[config.mk]
export PLATFORM = sky130hd
export DESIGN_NAME = memory_bus_flat
export DESIGN_NICKNAME = d
export VERILOG_FILES = /design/src/rtl/memory_bus_if.sv /design/src/rtl/memory_bus.sv /design/src/flat_wrapper.sv
export SDC_FILE = /design/constraint.sdc
export NUM_CORES = 1
export LEC_CHECK = 0
export BUFFER_PORTS_ARGS = -buffer_cell sky130_fd_sc_hd__buf_2
export CAP_MARGIN = 10
export CORE_MARGIN = 2
export CORE_UTILIZATION = 35
export DETAILED_ROUTE_END_ITERATION = 6
export PLACE_DENSITY = 0.67
export SLEW_MARGIN = 20
export SYNTH_ARGS = -nofsm -noshare
export SYNTH_HDL_FRONTEND = slang
export SYNTH_SLANG_ARGS = --single-unit
[constraint.sdc]
create_clock -name clk -period 1.5 [get_ports clk]
set_clock_uncertainty 0.05 [all_clocks]
set_input_delay 0.075 -clock clk [delete_from_list [all_inputs] [get_ports clk]]
set_output_delay 0.075 -clock clk [all_outputs]
set_load 0.005 [all_outputs]
[src/rtl/memory_bus_if.sv]
// ---------------------------------------------------------------------------
// memory_bus_if -- CPU-side request/response bundle for memory_bus.
//
// Signals:
//   address      CPU byte address, sampled with a start strobe
//   data_in      CPU write data
//   data_out     CPU read data (registered in the bus controller)
//   byte_access  1 = byte transfer, 0 = word transfer
//   sign_extend  1 = sign-extend byte reads into [15:8]
//   read_start   single-cycle read request strobe
//   write_start  single-cycle write request strobe
//   busy         transaction in progress
//   done         one-cycle completion pulse
//   bus_error    error flag, only meaningful while done = 1
//
// Modports: master (CPU side), slave (memory_bus side).
// ---------------------------------------------------------------------------
interface memory_bus_if;
    logic [15:0] address;
    logic [15:0] data_in;
    logic [15:0] data_out;
    logic        byte_access;
    logic        sign_extend;
    logic        read_start;
    logic        write_start;
    logic        busy;
    logic        done;
    logic        bus_error;

    modport master (
        output address, data_in, byte_access, sign_extend, read_start, write_start,
        input  data_out, busy, done, bus_error
    );

    modport slave (
        input  address, data_in, byte_access, sign_extend, read_start, write_start,
        output data_out, busy, done, bus_error
    );
endinterface

[src/rtl/memory_bus.sv]
// ---------------------------------------------------------------------------
// memory_bus -- bridges a 16-bit CPU request port onto a 4K-word RAM and a
// 256-entry IO window, with byte/word transfers, byte-lane write masks,
// optional sign extension of byte reads and error reporting for misaligned,
// unmapped or conflicting requests.
//
// Ports:
//   clk               system clock, all state on the rising edge
//   reset_n           asynchronous active-low reset
//   bus               CPU-side request/response (memory_bus_if.slave)
//   ram_address       RAM word index (latched address[11:0])
//   ram_data_in       RAM write data (byte writes replicated on both lanes)
//   ram_data_out      RAM read data, captured two edges after acceptance
//   ram_write_mask    active-low byte-lane enables, 2'b11 when not writing
//   ram_write_enable  one-cycle RAM write strobe
//   io_address        IO register index (latched address[7:0])
//   io_data_out       IO write data
//   io_data_in        IO read data
//   io_write_enable   one-cycle IO write strobe
//   io_read_strobe    one-cycle IO read strobe
// ---------------------------------------------------------------------------
module memory_bus (
    input  logic               clk,
    input  logic               reset_n,
    memory_bus_if.slave        bus,
    output logic [11:0]        ram_address,
    output logic [15:0]        ram_data_in,
    input  logic [15:0]        ram_data_out,
    output logic [1:0]         ram_write_mask,
    output logic               ram_write_enable,
    output logic [7:0]         io_address,
    output logic [15:0]        io_data_out,
    input  logic [15:0]        io_data_in,
    output logic               io_write_enable,
    output logic               io_read_strobe
);

    typedef enum logic [2:0] {
        IDLE,
        RAM_READ,
        RAM_CAPTURE,
        RAM_WRITE,
        IO_ACCESS,
        DONE
    } state_t;

    state_t state, state_nxt;

    logic [11:0] addr_q;
    logic [15:0] wdata_q;
    logic        byte_q;
    logic        sext_q;
    logic        write_q;
    logic        io_q;
    logic        err_q;

    logic        accept;
    logic        hit_ram;
    logic        hit_io;
    logic        req_err;

    // Byte reads select the lane addressed by bit 0 and land in [7:0].
    function automatic logic [15:0] read_format(input logic [15:0] raw,
                                                input logic        byte_acc,
                                                input logic        sext,
                                                input logic        odd);
        logic signed [7:0]  sel;
        logic signed [15:0] ext;
        if (!byte_acc)
            return raw;
        sel = odd ? raw[15:8] : raw[7:0];
        ext = sel;
        return sext ? ext : {8'h00, sel};
    endfunction

    assign accept  = (state == IDLE) && (bus.read_start || bus.write_start);
    assign hit_ram = (bus.address[15:12] == 4'h0);
    assign hit_io  = (bus.address[15:8] == 8'hFF);
    assign req_err = (bus.read_start && bus.write_start)
                   || (!bus.byte_access && bus.address[0])
                   || !(hit_ram || hit_io);

    always_ff @(posedge clk or negedge reset_n) begin
        if (!reset_n) begin
            state        <= IDLE;
            addr_q       <= '0;
            wdata_q      <= '0;
            byte_q       <= 1'b0;
            sext_q       <= 1'b0;
            write_q      <= 1'b0;
            io_q         <= 1'b0;
            err_q        <= 1'b0;
            bus.data_out <= '0;
        end else begin
            state <= state_nxt;
            if (accept) begin
                addr_q  <= bus.address[11:0];
                wdata_q <= bus.data_in;
                byte_q  <= bus.byte_access;
                sext_q  <= bus.sign_extend;
                write_q <= bus.write_start;
                io_q    <= hit_io;
                err_q   <= req_err;
            end
            // IO transactions share the capture state; writes pass through it
            // without touching data_out.
            if (state == RAM_CAPTURE && !write_q)
                bus.data_out <= read_format(io_q ? io_data_in : ram_data_out,
                                            byte_q, sext_q, addr_q[0]);
        end
    end

    always_comb begin
        state_nxt = state;
        case (state)
            IDLE: begin
                if (accept) begin
                    if (req_err)
                        state_nxt = DONE;
                    else if (hit_io)
                        state_nxt = IO_ACCESS;
                    else if (bus.write_start)
                        state_nxt = RAM_WRITE;
                    else
                        state_nxt = RAM_READ;
                end
            end
            RAM_READ:    state_nxt = RAM_CAPTURE;
            RAM_CAPTURE: state_nxt = DONE;
            RAM_WRITE:   state_nxt = DONE;
            IO_ACCESS:   state_nxt = RAM_CAPTURE;
            DONE:        state_nxt = IDLE;
            default:     state_nxt = IDLE;
        endcase
    end

    assign bus.busy      = (state != IDLE);
    assign bus.done      = (state == DONE);
    assign bus.bus_error = (state == DONE) && err_q;

    assign ram_address      = addr_q;
    assign ram_data_in      = byte_q ? {wdata_q[7:0], wdata_q[7:0]} : wdata_q;
    assign ram_write_enable = (state == RAM_WRITE);
    assign ram_write_mask   = !ram_write_enable ? 2'b11 :
                              !byte_q           ? 2'b00 :
                              addr_q[0]         ? 2'b01 : 2'b10;

    assign io_address      = addr_q[7:0];
    assign io_data_out     = ram_data_in;
    assign io_write_enable = (state == IO_ACCESS) && write_q;
    assign io_read_strobe  = (state == IO_ACCESS) && !write_q;

endmodule

[src/flat_wrapper.sv]
// flat-port wrapper written by rule: the top's interface ports become plain ports
module memory_bus_flat 
  (clk, reset_n, ram_address, ram_data_in, ram_data_out, ram_write_mask, ram_write_enable, io_address, io_data_out, io_data_in, io_write_enable, io_read_strobe, bus_address, bus_data_in, bus_byte_access, bus_sign_extend, bus_read_start, bus_write_start, bus_data_out, bus_busy, bus_done, bus_bus_error);
  memory_bus_if bus_i ();
  input  logic clk;
  input  logic reset_n;
  output logic [11:0] ram_address;
  output logic [15:0] ram_data_in;
  input  logic [15:0] ram_data_out;
  output logic [1:0] ram_write_mask;
  output logic ram_write_enable;
  output logic [7:0] io_address;
  output logic [15:0] io_data_out;
  input  logic [15:0] io_data_in;
  output logic io_write_enable;
  output logic io_read_strobe;
  input wire logic [$bits(bus_i.address)-1:0] bus_address;
  input wire logic [$bits(bus_i.data_in)-1:0] bus_data_in;
  input wire logic [$bits(bus_i.byte_access)-1:0] bus_byte_access;
  input wire logic [$bits(bus_i.sign_extend)-1:0] bus_sign_extend;
  input wire logic [$bits(bus_i.read_start)-1:0] bus_read_start;
  input wire logic [$bits(bus_i.write_start)-1:0] bus_write_start;
  output wire logic [$bits(bus_i.data_out)-1:0] bus_data_out;
  output wire logic [$bits(bus_i.busy)-1:0] bus_busy;
  output wire logic [$bits(bus_i.done)-1:0] bus_done;
  output wire logic [$bits(bus_i.bus_error)-1:0] bus_bus_error;
  assign bus_i.address = bus_address;
  assign bus_i.data_in = bus_data_in;
  assign bus_i.byte_access = bus_byte_access;
  assign bus_i.sign_extend = bus_sign_extend;
  assign bus_i.read_start = bus_read_start;
  assign bus_i.write_start = bus_write_start;
  assign bus_data_out = bus_i.data_out;
  assign bus_busy = bus_i.busy;
  assign bus_done = bus_i.done;
  assign bus_bus_error = bus_i.bus_error;
  memory_bus u_core (.clk(clk), .reset_n(reset_n), .bus(bus_i), .ram_address(ram_address), .ram_data_in(ram_data_in), .ram_data_out(ram_data_out), .ram_write_mask(ram_write_mask), .ram_write_enable(ram_write_enable), .io_address(io_address), .io_data_out(io_data_out), .io_data_in(io_data_in), .io_write_enable(io_write_enable), .io_read_strobe(io_read_strobe));
endmodule
==> reports/metrics.csv, run 1 <==
stage,metric,value,unit
run_status,outcome,"complete, but fails checks",
run_status,violated checks,setup timing,
setup_path,critical path peak fanout,6,
finish,fin nets,473,
die,row count,33,
clocking,clock buffer count from CTS,5,
pwr,P_leak,0.00214,uW
pwr,pwr dens,2020,nW/um2
die,Die Width,94.7,um
finish,final instance area,4310,um2
timing,Final setup violation count,6,
placed_design,placed cells,460,
setup_path,worst reg2reg path depth,4,
clocking,CTS tree,built,
drt,final wirelength,7.34,mm
drt,Vias,2355,
setup_path,worst reg2reg endpoint,u_core.bus.data_out[4]$_DFFE_PN0P_,
synthesis,Synth Register Bits,52,
timing,Final Hold Fails,0,
setup_path,CP startpoint kind,flip-flop,
finish,fill count,745,
finish,Reg area,1310,um2
worst_hold_path,hold path cells,3,
clocking,Max Root-Sink Buffers,2,
setup_path,R2R setup slack,-10,ps
synthesis,Synth Warn #,0,
synthesis,Synth top area share,45.2,%
clocking,CTS sink cnt,52,
synthesis,Area contributors post-synth,"dfrtp_1, mux2_2, mux2_4",
synthesis,Syn Area/Cell,12.5,um2
worst_hold_path,Hold Crit Start,bus_read_start,
setup_path,Worst Path Required,1650,ps
die,Core ar.,8090,um2
placed_design,DP Wirelength,5.02,mm
global_routing,total grt overflow,0,
placed_design,DP Worst Slack,0.781,ps
setup_path,critical setup path kind,flip-flop to flip-flop,
synthesis,syn_nets,301,
timing,Final min period,1510,ps
setup_path,crit path DAT,1660,ps
placed_design,"Cell Area, Placed",3610,um2
finish,area grow syn2layout,49.5,%
placed_design,I/O Buffers,145,
drt,DR vias/cell,4.63,
global_routing,largest net degree at the start of global routing,27,
pwr,peak supply drop,0.992,mV
timing,worst setup margin,-14.1,ps
finish,"commonest non-fill, non-tap cell in the layout",buf_2,
synthesis,Synth Instances,231,
pwr,Pwr Total,8680,uW
finish,layout cells sized above 1,62.1,%
setup_path,R2R Path Start,u_core.state[0]$_DFFE_PN0P_,
timing,slew margin rel.,76.8,%
finish,area taken by multi-input logic gates,1350,um2
die,Die Y-Extent,94.7,um
setup_path,crit end category,flip-flop,
timing,final worst path period share,101,%
die,Starting Density,35.6,%
drt,"antenna viol nets, final",0,
clocking,Worst-Skew Late Latency,300,ps
timing,Final TNS setup,-34.9,ps
timing,max-slew violations,0,
drt,starting DRC count in detailed routing,90,
timing,FMAX,660,MHz
global_routing,Total Routing Usage GR,15.4,%
die,Ports,146,
synthesis,synthesized area,2880,um2
worst_hold_path,Hold EP,u_core.write_q$_DFFE_PN0P_,
drt,DR WL/cell,14.4,um
global_routing,global-route wire length before repair,10.7,mm
finish,Final Non-Filler Cells,509,
finish,number of antenna diodes,0,
synthesis,Synth area leader,dfrtp_1,
drt,DRC violations left,0,
die,DIE AREA,8970,um2
clocking,htree depth,2,
timing,RSZ-0062 raised after global routing,yes,
drt,Pre-Repair DR Iteration Count,4,
clocking,Root Driver,clkbuf_8,
clocking,clock-pin slew of the registers on the worst-case setup and hold paths,100,ps
synthesis,"Distinct cells, synth",34,
placed_design,gp weighted congestion,0.764,
worst_hold_path,HP Class,input port to flip-flop,
flow_run,Max-Cap Viols,0,
global_routing,vias in the first global route,2256,
global_routing,initial antenna violation count,0,
synthesis,"Seq/Total Area, Yosys",45.2,%
timing,Slew @ Worst Pin,344,ps
finish,most frequent cells in the layout,"buf_2, dfrtp_1, mux2_4",
## flip-flops by register name, indices dropped and copies added, names as in the netlist
name,count
u_core.bus.data_out,16
u_core.byte_q,1
u_core.err_q,1
u_core.io_q,1
u_core.ram_address,12
u_core.sext_q,1
u_core.state,3
u_core.wdata_q,16
u_core.write_q,1
## worst max-delay path, cell delays in order, from the launching register on
cell       delay (ps)
dfrtp_2           460
nor4b_4           270
buf_4             190
clkbuf_16         150
mux2_4            290
## final cells by class
| type | instances | share of cell area [%] |
|---|---|---|
| clock buffers | 7 | 2.24 |
| clock inverters | 1 | 0.697 |
| inverters | 5 | 0.494 |
| multi-input cells | 132 | 31.3 |
| flip-flops and latches | 52 | 30.3 |
| well taps | 105 | 3.05 |
| repair buffers | 207 | 31.9 |
## synth_stat cells (all sizes together)
library cell / number
clkbuf: 1
o41ai: 1
nor2: 12
o311ai: 1
a22o: 1
o21ai: 3
o22ai: 1
inv: 5
nand3: 1
and4: 1
mux2i: 21
mux2: 49
dfrtp: 52
or2: 1
nor4: 1
o21a: 7
buf: 41
nor2b: 2
nor4b: 2
or4: 1
a21oi: 9
a32oi: 1
nand4: 2
and3: 2
nand2: 6
and2: 3
nor3: 2
a31oi: 2
## layer usage
metal / part of all wire [%] / GRT usage [%] / vias to the layer above
li1: - / - / 1126
met1: 41 / 18.6 / 1125
met2: 50 / 27.0 / 93
met3: 6.9 / 3.67 / 11
met4: 1.6 / 4.83 / 0
met5: 0 / 0 / -
## how the worst max path moves through the flow
stage | from | endpoint | cells past startpoint
final | u_core.state[0]$_DFFE_PN0P_ | u_core.bus.data_out[4]$_DFFE_PN0P_ | 4
after global routing | u_core.state[2]$_DFFE_PN0P_ | u_core.io_q$_DFFE_PN0P_ | 4
after CTS | u_core.state[0]$_DFFE_PN0P_ | ram_write_mask[1] | 5
after detailed placement | u_core.state[0]$_DFFE_PN0P_ | u_core.wdata_q[1]$_DFFE_PN0P_ | 4
after global placement | u_core.state[1]$_DFFE_PN0P_ | u_core.wdata_q[2]$_DFFE_PN0P_ | 4
after floorplan | u_core.state[0]$_DFFE_PN0P_ | u_core.wdata_q[10]$_DFFE_PN0P_ | 5
## cells by family after synthesis
group / synth area share, %
compound gates: 6.08
buf+inv: 12.5
flops: 45.2
mux: 28.8
simple gates: 7.43
## metrics by stage
stage / util (%) / hold WS, ps
after detailed placement: 44.6 / -158
after floorplan: - / -271
after CTS: 51.1 / 17.6
final: 53.2 / 26.4
after global placement: 44.6 / -157
after global routing: 53.2 / 42.5
## power breakdown
group          switching (uW)  total (uW)  internal (uW)
combinational            1910        4970           3060
clock                     460        1050            589
sequential                545        2660           2120
## timing repair
action | 4_1_cts | 5_1_grt
setup buffers | 3 | 3
resized for setup | 15 | 26
pin swaps | 2 | 7
setup endpoints to repair | 31 | 67
cloned | 0 | 3
endpoints found under the hold margin | 83 | 0
hold buffers | 32 | 0
No activity file was read; power rests on OpenSTA's default activity.
==> run 2, diff against run 1 <==
--- a/config.mk
+++ b/config.mk
@@ -8,9 +8,9 @@
 export BUFFER_PORTS_ARGS = -buffer_cell sky130_fd_sc_hd__buf_2
 export CAP_MARGIN = 10
 export CORE_MARGIN = 2
-export CORE_UTILIZATION = 35
+export CORE_UTILIZATION = 41
 export DETAILED_ROUTE_END_ITERATION = 6
-export PLACE_DENSITY = 0.67
+export PLACE_DENSITY = 0.76
 export SLEW_MARGIN = 20
 export SYNTH_ARGS = -nofsm -noshare
 export SYNTH_HDL_FRONTEND = slang
==> run 2 against run 1 <==
Compared with the run above: the flow still finishes with violations (setup timing); clock power fell by 24%; register-to-register slack got worse by 90 ps; worst hold slack improved by 3.6 ps; sequential share of layout area fell by 1.2 points; critical path type unchanged.
==> reports/metrics.csv, run 2 (same netlist as run 1, synthesis figures left out) <==
stage,metric,value,unit
timing,slew margin rel.,79.4,%
placed_design,placed cells,451,
drt,final wirelength,7.94,mm
timing,Slew @ Worst Pin,305,ps
finish,layout cells sized above 1,62.2,%
placed_design,DP Worst Slack,-18.7,ps
drt,"antenna viol nets, final",0,
finish,Final Non-Filler Cells,509,
placed_design,I/O Buffers,145,
die,Ports,146,
setup_path,Worst Path Required,1660,ps
timing,Final Hold Fails,0,
die,Starting Density,42.4,%
timing,final worst path period share,107,%
drt,Vias,2441,
clocking,clock-pin slew of the registers on the worst-case setup and hold paths,100,ps
global_routing,vias in the first global route,2341,
timing,Final min period,1600,ps
die,Die Y-Extent,87.8,um
worst_hold_path,HP Class,input port to flip-flop,
worst_hold_path,hold path cells,3,
finish,number of antenna diodes,0,
finish,most frequent cells in the layout,"buf_2, dfrtp_1, mux2_4",
clocking,htree depth,2,
global_routing,total grt overflow,0,
die,Core ar.,6790,um2
drt,DR WL/cell,15.6,um
placed_design,DP Wirelength,4.95,mm
clocking,Max Root-Sink Buffers,2,
finish,fin nets,482,
worst_hold_path,Hold EP,u_core.write_q$_DFFE_PN0P_,
timing,Final setup violation count,37,
clocking,clock buffer count from CTS,5,
drt,DR vias/cell,4.80,
run_status,violated checks,setup timing,
setup_path,critical setup path kind,flip-flop to flip-flop,
setup_path,crit path DAT,1750,ps
drt,starting DRC count in detailed routing,76,
setup_path,CP startpoint kind,flip-flop,
global_routing,largest net degree at the start of global routing,53,
flow_run,Max-Cap Viols,0,
setup_path,crit end category,flip-flop,
pwr,pwr dens,2090,nW/um2
global_routing,initial antenna violation count,0,
pwr,P_leak,0.00222,uW
drt,DRC violations left,0,
timing,worst setup margin,-99.2,ps
die,DIE AREA,7710,um2
placed_design,gp weighted congestion,0.824,
drt,Pre-Repair DR Iteration Count,4,
setup_path,worst reg2reg path depth,6,
finish,area grow syn2layout,55.6,%
timing,max-slew violations,0,
setup_path,R2R setup slack,-100,ps
setup_path,critical path peak fanout,6,
clocking,Worst-Skew Late Latency,310,ps
finish,"commonest non-fill, non-tap cell in the layout",buf_2,
timing,FMAX,625,MHz
global_routing,global-route wire length before repair,11.0,mm
worst_hold_path,Hold Crit Start,bus_read_start,
die,row count,30,
pwr,peak supply drop,1.18,mV
die,Die Width,87.8,um
setup_path,worst reg2reg endpoint,u_core.ram_address[1]$_DFFE_PN0P_,
run_status,outcome,"complete, but fails checks",
timing,RSZ-0062 raised after global routing,yes,
setup_path,R2R Path Start,u_core.state[1]$_DFFE_PN0P_,
global_routing,Total Routing Usage GR,18.7,%
clocking,CTS sink cnt,52,
clocking,CTS tree,built,
clocking,Root Driver,clkbuf_8,
timing,Final TNS setup,-1760,ps
-- run 2: cell types whose count changed in the layout (fill, tap and decap cells not counted), sizes merged --
cell / delta
bufinv: -1
clkinv: +3
clkbuf: -2
buf: +9
-- run 2: through the flow --
stage	hold slack [ps]	utilization, %	power (uW)	cell area, um2
after floorplan	-271	-	5840	2910
after detailed placement	44.9	53.1	6880	3610
after global routing	28.8	65.9	9920	4480
final	30.0	65.9	9360	4480
after CTS	21.9	62.9	8620	4270
after global placement	41.2	53.1	6750	3610
-- run 2: layout make-up --
type / instances / area, um2
Multi-Input combinational cell: 132 / 1360
Fill cell: 506 / 2310
Sequential cell: 52 / 1310
Inverter: 5 / 21.3
Clock inverter: 3 / 18.8
Tap cell: 96 / 120
Clock buffer: 5 / 68.8
Timing Repair Buffer: 216 / 1590
-- run 2: where the power goes --
group | total, uW | switching [uW] | internal (uW)
combinational | 5880 | 2130 | 3750
clock | 800 | 474 | 327
sequential | 2680 | 569 | 2110
-- run 2: worst max-delay path by stage --
| stage | to | startpoint | cells after the start |
|---|---|---|---|
| 4_1_cts | u_core.sext_q$_DFFE_PN0P_ | u_core.state[2]$_DFFE_PN0P_ | 5 |
| 5_1_grt | u_core.bus.data_out[0]$_DFFE_PN0P_ | u_core.state[1]$_DFFE_PN0P_ | 6 |
| 3_3_place_gp | u_core.bus.data_out[7]$_DFFE_PN0P_ | u_core.io_q$_DFFE_PN0P_ | 3 |
| 2_1_floorplan | u_core.wdata_q[10]$_DFFE_PN0P_ | u_core.state[0]$_DFFE_PN0P_ | 5 |
| 6_report | u_core.ram_address[1]$_DFFE_PN0P_ | u_core.state[1]$_DFFE_PN0P_ | 6 |
| 3_5_place_dp | u_core.bus.data_out[2]$_DFFE_PN0P_ | u_core.state[0]$_DFFE_PN0P_ | 3 |
-- run 2: worst max-delay path, stage by stage, from the launching register on --
cell     delay (ps)
dfrtp_1         420
buf_4           150
nor3_4          120
and2_4          240
buf_12          120
buf_16          110
mux2_4          290
-- run 2: routing by layer --
metal  GRT usage, %  share of wire (%)
met1           22.1                 40
met2           33.7                 52
met3           4.90                6.6
met4           4.34                1.2
met5              0                  0
-- run 2: timing repair --
| action | in CTS | in global routing |
|---|---|---|
| gates cloned | 2 | 3 |
| hold buffers | 32 | 0 |
| buffers inserted | 9 | 6 |
| endpoints found under the setup margin | 38 | 69 |
| pin swaps | 4 | 3 |
| resized for setup | 32 | 27 |
| hold endpoints to repair | 83 | 0 |
